File: src/rtl/fp_pkg.sv
// Shared single-precision definitions for the sequential FP subtractor:
// field widths, output constants, FSM states and the final result packer.
package fp_pkg;
  localparam int unsigned EXP_W   = 8;
  localparam int unsigned MAN_W   = 23;
  localparam int unsigned BIAS    = 127;
  localparam int unsigned FP_W    = 1 + EXP_W + MAN_W;
  localparam int unsigned SIG_W   = MAN_W + 1;
  localparam int unsigned SUM_W   = SIG_W + 1;
  localparam int unsigned EXPR_W  = 10;
  localparam int unsigned CNT_W   = 5;
  localparam int unsigned CNT_MAX = SIG_W;
  localparam int unsigned EXP_MAX = 2 * BIAS + 1;

  localparam logic [FP_W-1:0] FP_INF_OUT = 32'h7FFF_FFFF;
  localparam logic [FP_W-1:0] FP_ZERO    = 32'h0000_0000;

  typedef enum logic [2:0] {
    ST_IDLE,
    ST_PREP,
    ST_ALIGN,
    ST_ADD,
    ST_NORM,
    ST_DONE
  } fp_state_e;

  // Saturates out-of-range exponents to the fixed overflow / zero encodings.
  function automatic logic [FP_W-1:0] fp_pack(input logic                     sign,
                                              input logic signed [EXPR_W-1:0] e,
                                              input logic [MAN_W-1:0]         man);
    if (e >= $signed(EXPR_W'(EXP_MAX)))  fp_pack = FP_INF_OUT;
    else if (e < $signed(EXPR_W'(1)))    fp_pack = FP_ZERO;
    else                                 fp_pack = {sign, e[EXP_W-1:0], man};
  endfunction
endpackage

File: src/rtl/adder_subtractor.sv
// 25-bit significand adder/subtractor shared by the FP datapath.
module adder_subtractor
  import fp_pkg::*;
(
  input  logic [SUM_W-1:0] i_a,
  input  logic [SUM_W-1:0] i_b,
  input  logic             i_sub,
  output logic [SUM_W-1:0] o_sum_c
);
  assign o_sum_c = i_sub ? (i_a - i_b) : (i_a + i_b);
endmodule

File: src/rtl/fp_subtractor_seq.sv
// Multi-cycle single-precision subtractor (a - b), truncating, with
// one-bit-per-cycle alignment and normalisation shifters.
module fp_subtractor_seq
  import fp_pkg::*;
(
  input  logic            clk,
  input  logic            rst_n,
  input  logic            start,
  input  logic [FP_W-1:0] a,
  input  logic [FP_W-1:0] b,
  output logic            busy,
  output logic            done,
  output logic [FP_W-1:0] out
);
  fp_state_e                r_state;
  logic [FP_W-1:0]          r_a;
  logic [FP_W-1:0]          r_b;
  logic [SIG_W-1:0]         r_m1;
  logic [SIG_W-1:0]         r_m2;
  logic [CNT_W-1:0]         r_cnt;
  logic                     r_sign;
  logic                     r_sub;
  logic signed [EXPR_W-1:0] r_exp;
  logic [SUM_W-1:0]         r_sum;
  logic                     r_busy;
  logic                     r_done;
  logic [FP_W-1:0]          r_out;

  logic [FP_W-1:0]          w_bf;
  logic                     w_any_inf;
  logic                     w_swap;
  logic [FP_W-1:0]          w_x1;
  logic [FP_W-1:0]          w_x2;
  logic [EXP_W-1:0]         w_ediff;
  logic [CNT_W-1:0]         w_cnt;
  logic [SUM_W-1:0]         w_sum;
  logic signed [EXPR_W-1:0] w_norm_exp;
  logic [MAN_W-1:0]         w_norm_man;

  // Subtraction becomes addition of b with its sign flipped.
  assign w_bf      = {~r_b[FP_W-1], r_b[FP_W-2:0]};
  assign w_any_inf = (r_a[FP_W-2:MAN_W] == '1) || (r_b[FP_W-2:MAN_W] == '1);

  // Exponent|mantissa compares as one unsigned magnitude; X1 is the larger.
  assign w_swap  = r_b[FP_W-2:0] > r_a[FP_W-2:0];
  assign w_x1    = w_swap ? w_bf : r_a;
  assign w_x2    = w_swap ? r_a  : w_bf;
  assign w_ediff = w_x1[FP_W-2:MAN_W] - w_x2[FP_W-2:MAN_W];
  assign w_cnt   = (w_ediff > EXP_W'(CNT_MAX)) ? CNT_W'(CNT_MAX) : CNT_W'(w_ediff);

  adder_subtractor u_addsub (
    .i_a     ({1'b0, r_m1}),
    .i_b     ({1'b0, r_m2}),
    .i_sub   (r_sub),
    .o_sum_c (w_sum)
  );

  // A carry out of the add is absorbed here in the same cycle it is seen.
  assign w_norm_exp = r_sum[SUM_W-1] ? (r_exp + $signed(EXPR_W'(1))) : r_exp;
  assign w_norm_man = r_sum[SUM_W-1] ? r_sum[SIG_W-1:1] : r_sum[MAN_W-1:0];

  always_ff @(posedge clk or negedge rst_n) begin
    if (!rst_n) begin
      r_state <= ST_IDLE;
      r_a     <= '0;
      r_b     <= '0;
      r_m1    <= '0;
      r_m2    <= '0;
      r_cnt   <= '0;
      r_sign  <= 1'b0;
      r_sub   <= 1'b0;
      r_exp   <= '0;
      r_sum   <= '0;
      r_busy  <= 1'b0;
      r_done  <= 1'b0;
      r_out   <= FP_ZERO;
    end else begin
      r_done <= 1'b0;
      case (r_state)
        ST_IDLE: begin
          if (start) begin
            r_a     <= a;
            r_b     <= b;
            r_busy  <= 1'b1;
            r_state <= ST_PREP;
          end
        end
        ST_PREP: begin
          if (w_any_inf) begin
            r_out   <= FP_INF_OUT;
            r_done  <= 1'b1;
            r_state <= ST_DONE;
          end else if (r_a[FP_W-2:0] == '0) begin
            r_out   <= w_bf;
            r_done  <= 1'b1;
            r_state <= ST_DONE;
          end else if (r_b[FP_W-2:0] == '0) begin
            r_out   <= r_a;
            r_done  <= 1'b1;
            r_state <= ST_DONE;
          end else begin
            r_m1    <= {1'b1, w_x1[MAN_W-1:0]};
            r_m2    <= {1'b1, w_x2[MAN_W-1:0]};
            r_sign  <= w_x1[FP_W-1];
            r_sub   <= w_x1[FP_W-1] ^ w_x2[FP_W-1];
            r_exp   <= $signed(EXPR_W'(w_x1[FP_W-2:MAN_W]));
            r_cnt   <= w_cnt;
            r_state <= ST_ALIGN;
          end
        end
        ST_ALIGN: begin
          if (r_cnt != '0) begin
            r_m2  <= r_m2 >> 1;
            r_cnt <= r_cnt - CNT_W'(1);
          end else begin
            r_state <= ST_ADD;
          end
        end
        ST_ADD: begin
          r_sum   <= w_sum;
          r_state <= ST_NORM;
        end
        ST_NORM: begin
          if (r_sum == '0) begin
            r_out   <= FP_ZERO;
            r_done  <= 1'b1;
            r_state <= ST_DONE;
          end else if (r_sum[SUM_W-1] || r_sum[SUM_W-2]) begin
            r_out   <= fp_pack(r_sign, w_norm_exp, w_norm_man);
            r_done  <= 1'b1;
            r_state <= ST_DONE;
          end else begin
            r_sum <= r_sum << 1;
            r_exp <= r_exp - $signed(EXPR_W'(1));
          end
        end
        ST_DONE: begin
          r_busy  <= 1'b0;
          r_state <= ST_IDLE;
        end
        default: begin
          r_busy  <= 1'b0;
          r_state <= ST_IDLE;
        end
      endcase
    end
  end

  assign busy = r_busy;
  assign done = r_done;
  assign out  = r_out;
endmodule

File: config.mk
export PLATFORM = sky130hd
export DESIGN_NAME = fp_subtractor_seq
export DESIGN_NICKNAME = d
export VERILOG_FILES = /design/src/rtl/fp_pkg.sv /design/src/rtl/adder_subtractor.sv /design/src/rtl/fp_subtractor_seq.sv
export SDC_FILE = /design/constraint.sdc
export NUM_CORES = 1
export LEC_CHECK = 0
export CORE_UTILIZATION = 35
export CTS_BUF_LIST = sky130_fd_sc_hd__clkbuf_8
export DETAILED_ROUTE_END_ITERATION = 7
export GPL_ROUTABILITY_DRIVEN = 0
export MAX_ROUTING_LAYER = met4
export PLACE_DENSITY = 0.5
export SLEW_MARGIN = 10
export SYNTH_ARGS = -nofsm -noshare
export SYNTH_HDL_FRONTEND = slang
export SYNTH_HIERARCHICAL = 1
export SYNTH_SLANG_ARGS = --single-unit
File: constraint.sdc
create_clock -name clk -period 6.25 [get_ports clk]
set_clock_uncertainty 0.05 [all_clocks]
set_input_delay 0.9375 -clock clk [delete_from_list [all_inputs] [get_ports clk]]
set_output_delay 0.9375 -clock clk [all_outputs]
set_load 0.05 [all_outputs]
# --- Yosys cells after proc, flatten, opt, wreduce, memory -nomap -nowiden ---
# Index checks and enable logic that the tools add are counted.
totals:
  ramBits: 0
  n_memories: 0
  wordCells: 113
  out_inout_bits: 34
  latch_bits: 0
  romBits: 0
  ff_bits: 191
classes:
  shifts: 0
  n_bitwise: 6
  n_addsub: 6
  mul: 0
  n_eq_ne: 16
  div: 0
  order_cmp: 4
  n_reduce_logical: 19
  muxes: 49
op_table:
  columns: ["operator", "n"]
  rows:
  - ["$mux 32", 9]
  - ["$mux 24", 4]
  - ["$mux 25", 3]
  - ["$pmux 32 s2", 1]
  - ["$logic_not 31->1", 2]
  - ["$mux 10", 6]
  - ["$pmux 25 s2", 1]
  - ["$pmux 24 s2", 1]
  - ["$gt 31x31->1", 1]
  - ["$add 24x24->25", 1]
  - ["$logic_not 25->1", 1]
  - ["$mux 5", 5]
  - ["$sub 24x24->25", 1]
  - ["$mux 23", 1]
  - ["$mux 3", 7]
  - ["$pmux 10 s2", 1]
  - ["$eq 8x8->1 const B", 2]
  - ["$ne 2x2->1 const B", 8]
  - ["$pmux 3 s5", 1]
  - ["$add 10x2->10 const B", 1]
  - ["$ge 10x9->1 const B", 1]
  - ["$lt 10x2->1 const B", 1]
  - ["$pmux 5 s2", 1]
  - ["$sub 10x2->10 const B", 1]
  - ["22 further kinds", 39]

# --- Longest topological paths before layout ---
depth:
  word_depth: 9
  depth_mapped: 17
  mapped_depth_nobuf: 17

# --- By module ---
# The synthesis kept the hierarchy.
modules_own_cells:
  columns: ["mod", "seq_area_each_um2", "cells_per_inst", "n_inst", "area_per_inst_um2"]
  rows:
  - ["fp_subtractor_seq", 4779.6, 1210, 1, 10636.5]
  - ["adder_subtractor", 0.0, 296, 1, 2015.7]

# --- Least setup slack after synthesis ---
# No wires, ideal clock.
synth_timing:
  path_type: "register to register"
  startpoint: "register r_a[23]"
  endpoint: "register r_cnt[1]"
  path_buffers: 1
  setup_slack_ns: 2.568
  path_stages_with_launch: 14
  t_required_ns: 6.105
  arrival_ns: 3.536
  path_cell_list: "dfrtp_1 clkbuf_1 inv_1 ha_1 nand4_1 or4_4 or3b_4 o21a_4 o211ai_1 a32oi_1 o22ai_1 xor2_1 or4_4 o31ai_1"
synth_via:
  elab_chain_len: 9
synth_lines:
  columns: ["item", "line_no", "source"]
  rows:
  - ["start: declaration", "fp_subtractor_seq.sv:16", "logic [FP_W-1:0] r_a;"]
  - ["start signal: assignment", "fp_subtractor_seq.sv:65", "r_a <= '0;"]
  - ["start signal: assignment", "fp_subtractor_seq.sv:82", "r_a <= a;"]
  - ["$gt 31x31->1", "fp_subtractor_seq.sv:45", "assign w_swap = r_b[FP_W-2:0] > r_a[FP_W-2:0];"]
  - ["$mux 32 (on tied branches)", "fp_subtractor_seq.sv:46, fp_subtractor_seq.sv:47", null]
  - ["$sub 8x8->8", "fp_subtractor_seq.sv:48", "assign w_ediff = w_x1[FP_W-2:MAN_W] - w_x2[FP_W-2:MAN_W];"]
  - ["$gt 8x5->1", "fp_subtractor_seq.sv:49", "assign w_cnt = (w_ediff > EXP_W'(CNT_MAX)) ? CNT_W'(CNT_MAX) : CNT_W'(w_ediff);"]
  - ["$mux 5", "fp_subtractor_seq.sv:49", null]
  - ["$mux 5", "fp_subtractor_seq.sv:97", "end else if (r_b[FP_W-2:0] == '0) begin"]
  - ["$mux 5", "fp_subtractor_seq.sv:93", "end else if (r_a[FP_W-2:0] == '0) begin"]
  - ["$mux 5", "fp_subtractor_seq.sv:89", "if (w_any_inf) begin"]
  - ["$pmux 5 s2", "fp_subtractor_seq.sv:79", "case (r_state)"]
  - ["end signal: assignment", "fp_subtractor_seq.sv:107", "r_cnt <= w_cnt;"]
  - ["end signal: assignment", "fp_subtractor_seq.sv:114", "r_cnt <= r_cnt - CNT_W'(1);"]
  - ["end: declaration", "fp_subtractor_seq.sv:20", "logic [CNT_W-1:0] r_cnt;"]
# Parallel ways exist; a longest one is shown, timed or not. The select of a mux whose other input is x is not followed.
# A chain may end at the register's enable or synchronous reset.

# --- Final worst setup path ---
layout_timing:
  startpoint: "register r_a[26]"
  endpoint: "register r_cnt[1]"
# Same word-level chain as after synthesis.

==> metrics.txt <==
status complete, no violations; DRT Wirelength 42.1 mm; post-synthesis cell type count 82; FMAX around 0.21 GHz; gr usage total 0.241; Fin. Hold Viols 0; Setup Crit Path Kind reg -> reg; CTS tree built; Pre-antenna DRT Iters 5; total grt overflow 0; Mapped Cells between 1,500 and 2,000; # port buffers 100; commonest non-fill, non-tap cell in the layout nand2_1; initial DRC count roughly 840; ys flop type dfrtp_1; crit path launch type register; simple-gate share of the synthesized area 0.193; vias per cell ~5.7; post-synthesis sequential area ratio 0.378; Std-Cell Core Area ~36,000 um^2; most frequent cells in the layout 208 x nand2_1, 191 x dfrtp_1, 150 x nor2_1; vias in the first global route approximately 11,000; clock sinks ~190; Syn Area/Cell approximately 8.4 um^2; Synth Area in Adders 0.0609; synthesis-to-finish area growth 14.0%; WP data arrival 5100 ps; DP Worst Slack approximately 1600 ps; Post-route DRC 0; die height between 150 and 200 um; diode count 0; hold_buf cts 0; synthesized cell area around 13,000 um^2; FFs w/ async S/R, synth 1.00; first-pass GRT wire length between 60 and 70 mm; post-detail-place hpwl between 30 and 40 mm; post-CTS setup repair buffer count 0; post-synthesis xor/xnor area fraction 0.0414; Seq cells post-synth around 190; die area 36,900 um^2; largest family of logic cells by synthesized area compound AO/OA/AOI/OAI gates; via count between 10,000 and 15,000; Req. time, crit path 6620 ps; clk root buf clkbuf_8; nets@finish roughly 1,700; Post-synth EDFFs 0; Max transition margin 0.205; Routed wire per std cell about 21 um; row cnt 69; RSZ-0062 raised after global routing no; Clock Pin Slew Worst Setup and Hold Paths between 100 and 150 ps; Max Cap Viol 0; Final WS setup ~1500 ps; Ys Warns 6; placed inst area around 14,000 um^2; final count of negative-setup-slack endpoints 0; Fin Setup TNS 0 ps; Die W roughly 190 um; mux share of post-synthesis cell area 0.0483; max-slew violation count 0; Tcrit/Tclk final 0.758; num ports a little over 100; total CTS buffers 17; crit path time final about 4700 ps; Synth Area in Compound Gates 0.232; worst skew pair latency roughly 520 ps; worst-margin pin slew ~1200 ps; CTS H-tree depth 4; post-route ant nets 0; largest net degree at the start of global routing 79; initial core utilization 0.356; post_cts resized 0; Design Area, Final ~14,000 um^2; critical path capture point type register; Hold Crit Class in -> async; share of layout cells above drive strength 1 0.0742; Layout Utilization 0.406; crit-path max FO 58; initial antenna violation count 0; clk buf depth 2
## registers in the layout (all words and copies together) (netlist names), 3 cells and up
| register | count |
|---|---|
| r_m1 | 24 |
| r_sum | 25 |
| r_b | 32 |
| r_m2 | 24 |
| r_state | 3 |
| r_a | 32 |
| r_exp | 10 |
| out | 32 |
| r_cnt | 5 |
## synthesized netlist by cell type, types with 5 or more instances
master / count / area [um^2]
nand2_1: 210 / 788
dfrtp_1: 191 / 4780
nor2_1: 153 / 574
a21oi_1: 112 / 561
o21ai_0: 93 / 465
clkbuf_1: 80 / 300
ha_1: 60 / 751
inv_1: 60 / 225
nand3_1: 38 / 190
xnor2_1: 37 / 324
a211oi_1: 33 / 248
a31oi_1: 33 / 206
mux2_2: 31 / 349
o22a_1: 31 / 272
o22ai_1: 31 / 194
o211ai_1: 29 / 218
nor4_1: 28 / 175
mux2i_1: 25 / 250
nand4_1: 22 / 138
xor2_1: 21 / 184
nor3_1: 19 / 95.1
o21a_1: 12 / 90.1
a21o_1: 11 / 82.6
nor2b_1: 11 / 68.8
nand2b_1: 10 / 62.6
a22oi_1: 8 / 60.1
and3_1: 8 / 50.1
and2_1: 7 / 43.8
a211o_1: 6 / 52.6
o21ai_1: 6 / 30.0
or3_1: 6 / 37.5
a311oi_1: 5 / 43.8
## layer usage
metal	GRT usage	vias up	wire length, um
li1	-	5523	-
met1	0.360	5599	21700
met2	0.334	313	17600
met3	0.0429	29	2220
met4	0.0533	0	595
met5	-	-	0
## per-stage QoR
| stage | hold WS, ps | std cells |
|---|---|---|
| 3_5_place_dp | 407 | 1992 |
| 3_3_place_gp | 404 | 1992 |
| 5_1_grt | 353 | 2024 |
| 6_report | 343 | 2024 |
| 2_1_floorplan | 389 | 1507 |
| 4_1_cts | 343 | 2024 |
## cell type report
| class | instances | area (um^2) |
|---|---|---|
| Fill cell | 3673 | 21100 |
| Multi-Input combinational cell | 1166 | 7340 |
| Sequential cell | 191 | 4780 |
| Timing Repair Buffer | 114 | 1120 |
| Tap cell | 461 | 577 |
| Clock buffer | 17 | 234 |
| Inverter | 60 | 225 |
| Clock inverter | 15 | 151 |
## worst max-delay path, stage by stage, from the launching register on
cell and delay, ps:
dfrtp_1 470, inv_1 110, ha_1 470, nand4_1 220, or4_4 570, nor3_1 260, o21ai_0 310, nand2_2 950
nor2_1 120, o22ai_1 240, xor2_1 110, or4_4 530, o31ai_1 250
## cell families (layout without fill, tap and decap cells)
group	count (synthesis)	count (layout)
adder cells (fa/ha/maj)	61	61
multiplexers	57	57
XOR/XNOR	59	59
AO/OA/AOI/OAI	451	451
flip-flops	191	191
AND/OR/NAND/NOR	536	536
other	1	2
buffers and inverters	150	206
## path summary, 6_finish.rpt
| path | start | to | slack, ps | cells past startpoint |
|---|---|---|---|---|
| max in group asynchronous | rst_n | r_m1[23] | 4400 | 2 |
| setup reg to reg | r_a[26] | r_cnt[1] | 1510 | 12 |
| min in group clk | r_m1[23] | r_m1[23] | 430 | 1 |
| hold / removal | rst_n | done | 340 | 1 |
| setup / recovery | r_a[26] | r_cnt[1] | 1510 | 12 |
| hold reg to reg | r_m1[23] | r_m1[23] | 430 | 1 |
Power is left out: the tool's default activity adds up to more than one toggle a clock period on the data nets, which glitch-free logic cannot reach.
